[src/rtl/fifo_stream_pkg.sv]
// Shared types and defaults for the FIFO stream reader.
package fifo_stream_pkg;

  localparam int DATA_WIDTH_DEF = 8;
  localparam int CNT_WIDTH_DEF  = 16;

  typedef enum logic [1:0] {
    OCC_EMPTY = 2'd0,
    OCC_ONE   = 2'd1,
    OCC_TWO   = 2'd2
  } occ_e;

  // Number of words held in the output buffer for a given occupancy state.
  function automatic logic [1:0] occ_count(input occ_e occ);
    logic [1:0] cnt;
    case (occ)
      OCC_EMPTY: cnt = 2'd0;
      OCC_ONE:   cnt = 2'd1;
      OCC_TWO:   cnt = 2'd2;
      default:   cnt = 2'd0;
    endcase
    return cnt;
  endfunction

endpackage

[src/rtl/fifo_stream_skid.sv]
// Two-entry head/tail output buffer. The head entry drives the stream; a
// pushed word lands at the tail after any pop from the head in that cycle.
module fifo_stream_skid
  import fifo_stream_pkg::*;
#(
  parameter int DATA_WIDTH = DATA_WIDTH_DEF
) (
  input  logic                  clk,
  input  logic                  reset,
  input  logic                  push,
  input  logic [DATA_WIDTH-1:0] push_data,
  input  logic                  pop,
  input  logic                  flush,
  output logic                  valid,
  output logic [DATA_WIDTH-1:0] head,
  output occ_e                  occ
);

  occ_e                  occ_r;
  occ_e                  occ_next_s;
  logic [DATA_WIDTH-1:0] head_r;
  logic [DATA_WIDTH-1:0] head_next_s;
  logic [DATA_WIDTH-1:0] tail_r;
  logic [DATA_WIDTH-1:0] tail_next_s;
  logic                  valid_r;

  // Next occupancy and entry contents from push/pop/flush.
  always_comb begin
    occ_next_s  = occ_r;
    head_next_s = head_r;
    tail_next_s = tail_r;
    if (flush) begin
      occ_next_s  = OCC_EMPTY;
      head_next_s = {DATA_WIDTH{1'b0}};
      tail_next_s = {DATA_WIDTH{1'b0}};
    end else begin
      case (occ_r)
        OCC_EMPTY: begin
          // A pop cannot occur here because valid is low.
          if (push) begin
            head_next_s = push_data;
            occ_next_s  = OCC_ONE;
          end else begin
            occ_next_s  = OCC_EMPTY;
          end
        end
        OCC_ONE: begin
          if (push && pop) begin
            head_next_s = push_data;
            occ_next_s  = OCC_ONE;
          end else if (push) begin
            tail_next_s = push_data;
            occ_next_s  = OCC_TWO;
          end else if (pop) begin
            occ_next_s  = OCC_EMPTY;
          end else begin
            occ_next_s  = OCC_ONE;
          end
        end
        OCC_TWO: begin
          // Push without pop is excluded by the read-issue logic upstream.
          if (pop) begin
            head_next_s = tail_r;
            if (push) begin
              tail_next_s = push_data;
              occ_next_s  = OCC_TWO;
            end else begin
              occ_next_s  = OCC_ONE;
            end
          end else begin
            occ_next_s = OCC_TWO;
          end
        end
        default: begin
          occ_next_s  = OCC_EMPTY;
          head_next_s = {DATA_WIDTH{1'b0}};
          tail_next_s = {DATA_WIDTH{1'b0}};
        end
      endcase
    end
  end

  // Buffer state registers; valid is registered from the next occupancy.
  always_ff @(posedge clk or negedge reset) begin
    if (!reset) begin
      occ_r   <= OCC_EMPTY;
      head_r  <= {DATA_WIDTH{1'b0}};
      tail_r  <= {DATA_WIDTH{1'b0}};
      valid_r <= 1'b0;
    end else begin
      occ_r   <= occ_next_s;
      head_r  <= head_next_s;
      tail_r  <= tail_next_s;
      valid_r <= (occ_next_s != OCC_EMPTY);
    end
  end

  assign valid = valid_r;
  assign head  = head_r;
  assign occ   = occ_r;

endmodule

[src/rtl/fifo_stream_reader.sv]
// Drains a FIFO read port (1-cycle read latency) into a valid/ready stream,
// keeping one word per cycle by allowing up to two words buffered or in flight.
module fifo_stream_reader
  import fifo_stream_pkg::*;
#(
  parameter int DATA_WIDTH = DATA_WIDTH_DEF,
  parameter int CNT_WIDTH  = CNT_WIDTH_DEF
) (
  input  logic                  clk,
  input  logic                  reset,
  input  logic                  fifo_empty,
  input  logic [DATA_WIDTH-1:0] fifo_data,
  output logic                  fifo_read_en,
  output logic                  m_valid,
  input  logic                  m_ready,
  output logic [DATA_WIDTH-1:0] m_data,
  input  logic                  flush,
  output logic [CNT_WIDTH-1:0]  words_out
);

  logic                 pend_r;
  logic [CNT_WIDTH-1:0] words_out_r;
  logic                 pop_s;
  logic                 push_s;
  logic                 read_en_s;
  logic [2:0]           in_flight_s;
  occ_e                 occ_s;

  // Handshake, capture and read-issue decisions for this cycle.
  always_comb begin
    pop_s       = m_valid && m_ready;
    // A word arriving in a flush cycle is discarded rather than captured.
    push_s      = pend_r && !flush;
    // Words that will be buffered or in flight after this cycle's pop;
    // pop implies a non-empty buffer so this never underflows.
    in_flight_s = {1'b0, occ_count(occ_s)} + {2'b00, pend_r} - {2'b00, pop_s};
    if (reset && !fifo_empty && !flush && (in_flight_s < 3'd2)) begin
      read_en_s = 1'b1;
    end else begin
      read_en_s = 1'b0;
    end
  end

  // Remember that a read was accepted so its data is captured next cycle.
  always_ff @(posedge clk or negedge reset) begin
    if (!reset) begin
      pend_r <= 1'b0;
    end else begin
      pend_r <= read_en_s;
    end
  end

  // Delivered-word counter; wraps naturally and survives flush.
  always_ff @(posedge clk or negedge reset) begin
    if (!reset) begin
      words_out_r <= {CNT_WIDTH{1'b0}};
    end else if (pop_s) begin
      words_out_r <= words_out_r + {{(CNT_WIDTH-1){1'b0}}, 1'b1};
    end else begin
      words_out_r <= words_out_r;
    end
  end

  fifo_stream_skid #(
    .DATA_WIDTH(DATA_WIDTH)
  ) u_skid (
    .clk      (clk),
    .reset    (reset),
    .push     (push_s),
    .push_data(fifo_data),
    .pop      (pop_s),
    .flush    (flush),
    .valid    (m_valid),
    .head     (m_data),
    .occ      (occ_s)
  );

  assign fifo_read_en = read_en_s;
  assign words_out    = words_out_r;

endmodule
[config.mk]
export PLATFORM = sky130hd
export DESIGN_NAME = fifo_stream_reader
export DESIGN_NICKNAME = d
export VERILOG_FILES = /design/src/rtl/fifo_stream_pkg.sv /design/src/rtl/fifo_stream_skid.sv /design/src/rtl/fifo_stream_reader.sv
export SDC_FILE = /design/constraint.sdc
export NUM_CORES = 1
export LEC_CHECK = 0
export CORE_ASPECT_RATIO = 0.7
export CORE_UTILIZATION = 55
export CTS_BUF_LIST = sky130_fd_sc_hd__clkbuf_4
export DETAILED_ROUTE_END_ITERATION = 12
export GPL_ROUTABILITY_DRIVEN = 1
export PLACE_DENSITY = 0.87
export REMOVE_ABC_BUFFERS = 1
export SYNTH_ARGS = -nofsm -noshare
export SYNTH_HDL_FRONTEND = slang
export SYNTH_SLANG_ARGS = --single-unit
[constraint.sdc]
create_clock -name clk -period 3.53 [get_ports clk]
set_input_delay 0.706 -clock clk [delete_from_list [all_inputs] [get_ports clk]]
set_output_delay 0.706 -clock clk [all_outputs]
set_load 0.05 [all_outputs]
==> metrics.txt <==
max_cap viols 0; # DRC 2; Skew-Pair Late Insertion Delay 350 ps; Clock Skews 6.09 ps; crit path max fanout 3; worst path required time 2820 ps; largest net degree at the start of global routing 37; initial antenna violation count 0; critical path type in2out; asr flop ratio synth 100%; cell taking the most area after synthesis dfrtp_1; failing checks design-rule violations; slew margin rel. 64.9%; register area share after synthesis between 40% and 50%; Yosys cell types 32; layout cell share with drive strength beyond 1 9.61%; Hold Path Cell Cnt 1; vias in the first global route 1495; total number of vias roughly 1.5k; Pins Over Slew Limit 0; Worst Setup End Kind output port; hold slack 486 ps; antenna fix cells 0; Worst Hold Path EP words_out[15]; RSZ-0062 raised after global routing false; setup bufs post-CTS 0; PnR Total Power 0.882 mW; IR drop worst, VDD 663 uV; Primary FF master, synth dfrtp_1; CTS Sinks 36; Hold-fix buffers, CTS 0; post-synthesis cell count about 190; Final #Nets 249; total gr overflow 0; Worst Tran Pin Value 525 ps; # rows 17; # H-tree levels 2; Mean Syn Cell Area 9.95 um2; Worst R2R Path Depth 8; CTS tree built; core area 3170 um2; routed vias/inst 5.75; status finished, violations left; Max Freq 0.298 GHz; first-pass GRT wire length 7090 um; crit path launch type input port; DIE AREA 3600 um2; number of enable flip-flop cells after synthesis 0; setup violators final 0; CTS max path bufs 2; remaining antenna violation count after routing 0; GRT Overall Usage a little over a quarter; Power Dens Cells 375 nW/um2; Port Buf Inserts 38; Tmin final 3350 ps; CP Data Arrival Time ~2600 ps; synth cell count leaders dfrtp_1, nand2_1, a21oi_1, xnor2_1, nor2_1; initial DRC count 121; Leak Pwr 1.05 nW; die width 71.3 um; count leader, synth dfrtp_1; Vert. Die Dim 50.5 um; post-synthesis register bit count 36; TritonCTS Buffers 5; Yosys Warn Count 0; FF-to-FF End pend_r; RD Place Congestion 0.854; Reg clk slew, reported paths 110 ps; most area-consuming cells after synthesis dfrtp_1, xnor2_1, nand2_1; reg2reg start u_skid.occ[1]; Yosys top cell area share slightly below 50%; fillers 240; Mapped Area 1850 um2; Final Hold Vio Count 0; routed wire length per instance around 15 um; first-pass detailed-route iteration total 8; internal reg-to-reg setup slack between 1500 and 2000 ps; synth-to-layout area growth 26.9%; fin util around three quarters; Resize count post-CTS 0; DPL Wire Length 3010 um; Clock Tree Root clkbuf_4; IO Pins 39; Final period util 94.9%; Initial Util 58.4%; min-delay src words_out[15]; drt total wl 4130 um; HP Class reg2reg
-- layout by cell type, fill, tap and decap left out, types with 2 or more instances in the layout --
cell type	count
nand3_1	11
nand2_1	28
ha_1	7
inv_1	6
nor3_1	2
buf_4	5
mux2i_1	8
and4_1	2
xnor2_1	15
xor2_1	2
a21oi_1	16
clkbuf_4	5
dfrtp_1	36
o21ai_0	8
nor2_1	13
clkinv_2	2
clkdlybuf4s50_1	37
nand4_1	8
-- power breakdown --
group | switching, mW | internal [mW]
sequential | 0.0262 | 0.431
combinational | 0.123 | 0.0739
clock | 0.151 | 0.0765
total | 0.300 | 0.582
-- worst max path at each step --
stage | start | endpoint | cells after the start
3_3_place_gp | m_ready | fifo_read_en | 9
3_5_place_dp | m_ready | fifo_read_en | 9
5_1_grt | m_ready | fifo_read_en | 9
2_1_floorplan | u_skid.valid | fifo_read_en | 6
4_1_cts | m_ready | fifo_read_en | 9
6_report | m_ready | fifo_read_en | 9
-- registers in the layout, indices dropped and copies added (netlist names) --
signal         flops
u_skid.tail_r      8
pend_r             1
u_skid.valid       1
u_skid.occ         2
words_out         16
u_skid.head        8
-- worst max-delay path: stages --
cell and delay, ps:
clkdlybuf4s50_1 540, nand2_4 70, xnor2_1 150, nand2_1 90, fa_1 490, nand2_1 50, nor4_1 240, buf_4 180
buf_12 130
-- logic make-up after synthesis --
logic type / after synthesis / share of synthesized area, %
AOI/OAI and AO/OA: 30 / 9.80
buffers and inverters: 15 / 3.38
muxes: 8 / 4.33
adders and majority gates: 8 / 5.81
and+or+nand+nor: 72 / 19.9
DFF: 36 / 48.7
xor gates and xnor gates: 17 / 8.05
-- area by class of cell --
cell class	count	area (um2)	area share [%]
Inverter	7	28.8	1.23
Clock inverter	3	18.8	0.799
Tap cell	38	47.5	2.02
Timing Repair Buffer	43	428	18.2
Multi-Input combinational cell	135	887	37.8
Sequential cell	36	901	38.4
Clock buffer	5	37.5	1.60
-- metrics by stage --
stage / area [um2] / cells / TNS [ps] / setup WS (ps)
2_1_floorplan: 1820 / 178 / -326 / -326
5_1_grt: 2350 / 267 / 0 / 86.7
4_1_cts: 2350 / 267 / 0 / 167
6_report: 2350 / 267 / 0 / 180
3_5_place_dp: 2290 / 259 / 0 / 194
3_3_place_gp: 2290 / 259 / 0 / 222
-- routing by layer --
metal  part of all wire [%]  GRT usage [%]  wire (um)  up-vias
met1                     47           38.3       1950      750
li1                       -              -          -      726
met4                   0.97           7.00         40        0
met5                      0              0          0        -
met2                     46           39.7       1900       55
met3                    6.0           5.82        246        5
Note: power is estimated with default switching activity, not from simulation.
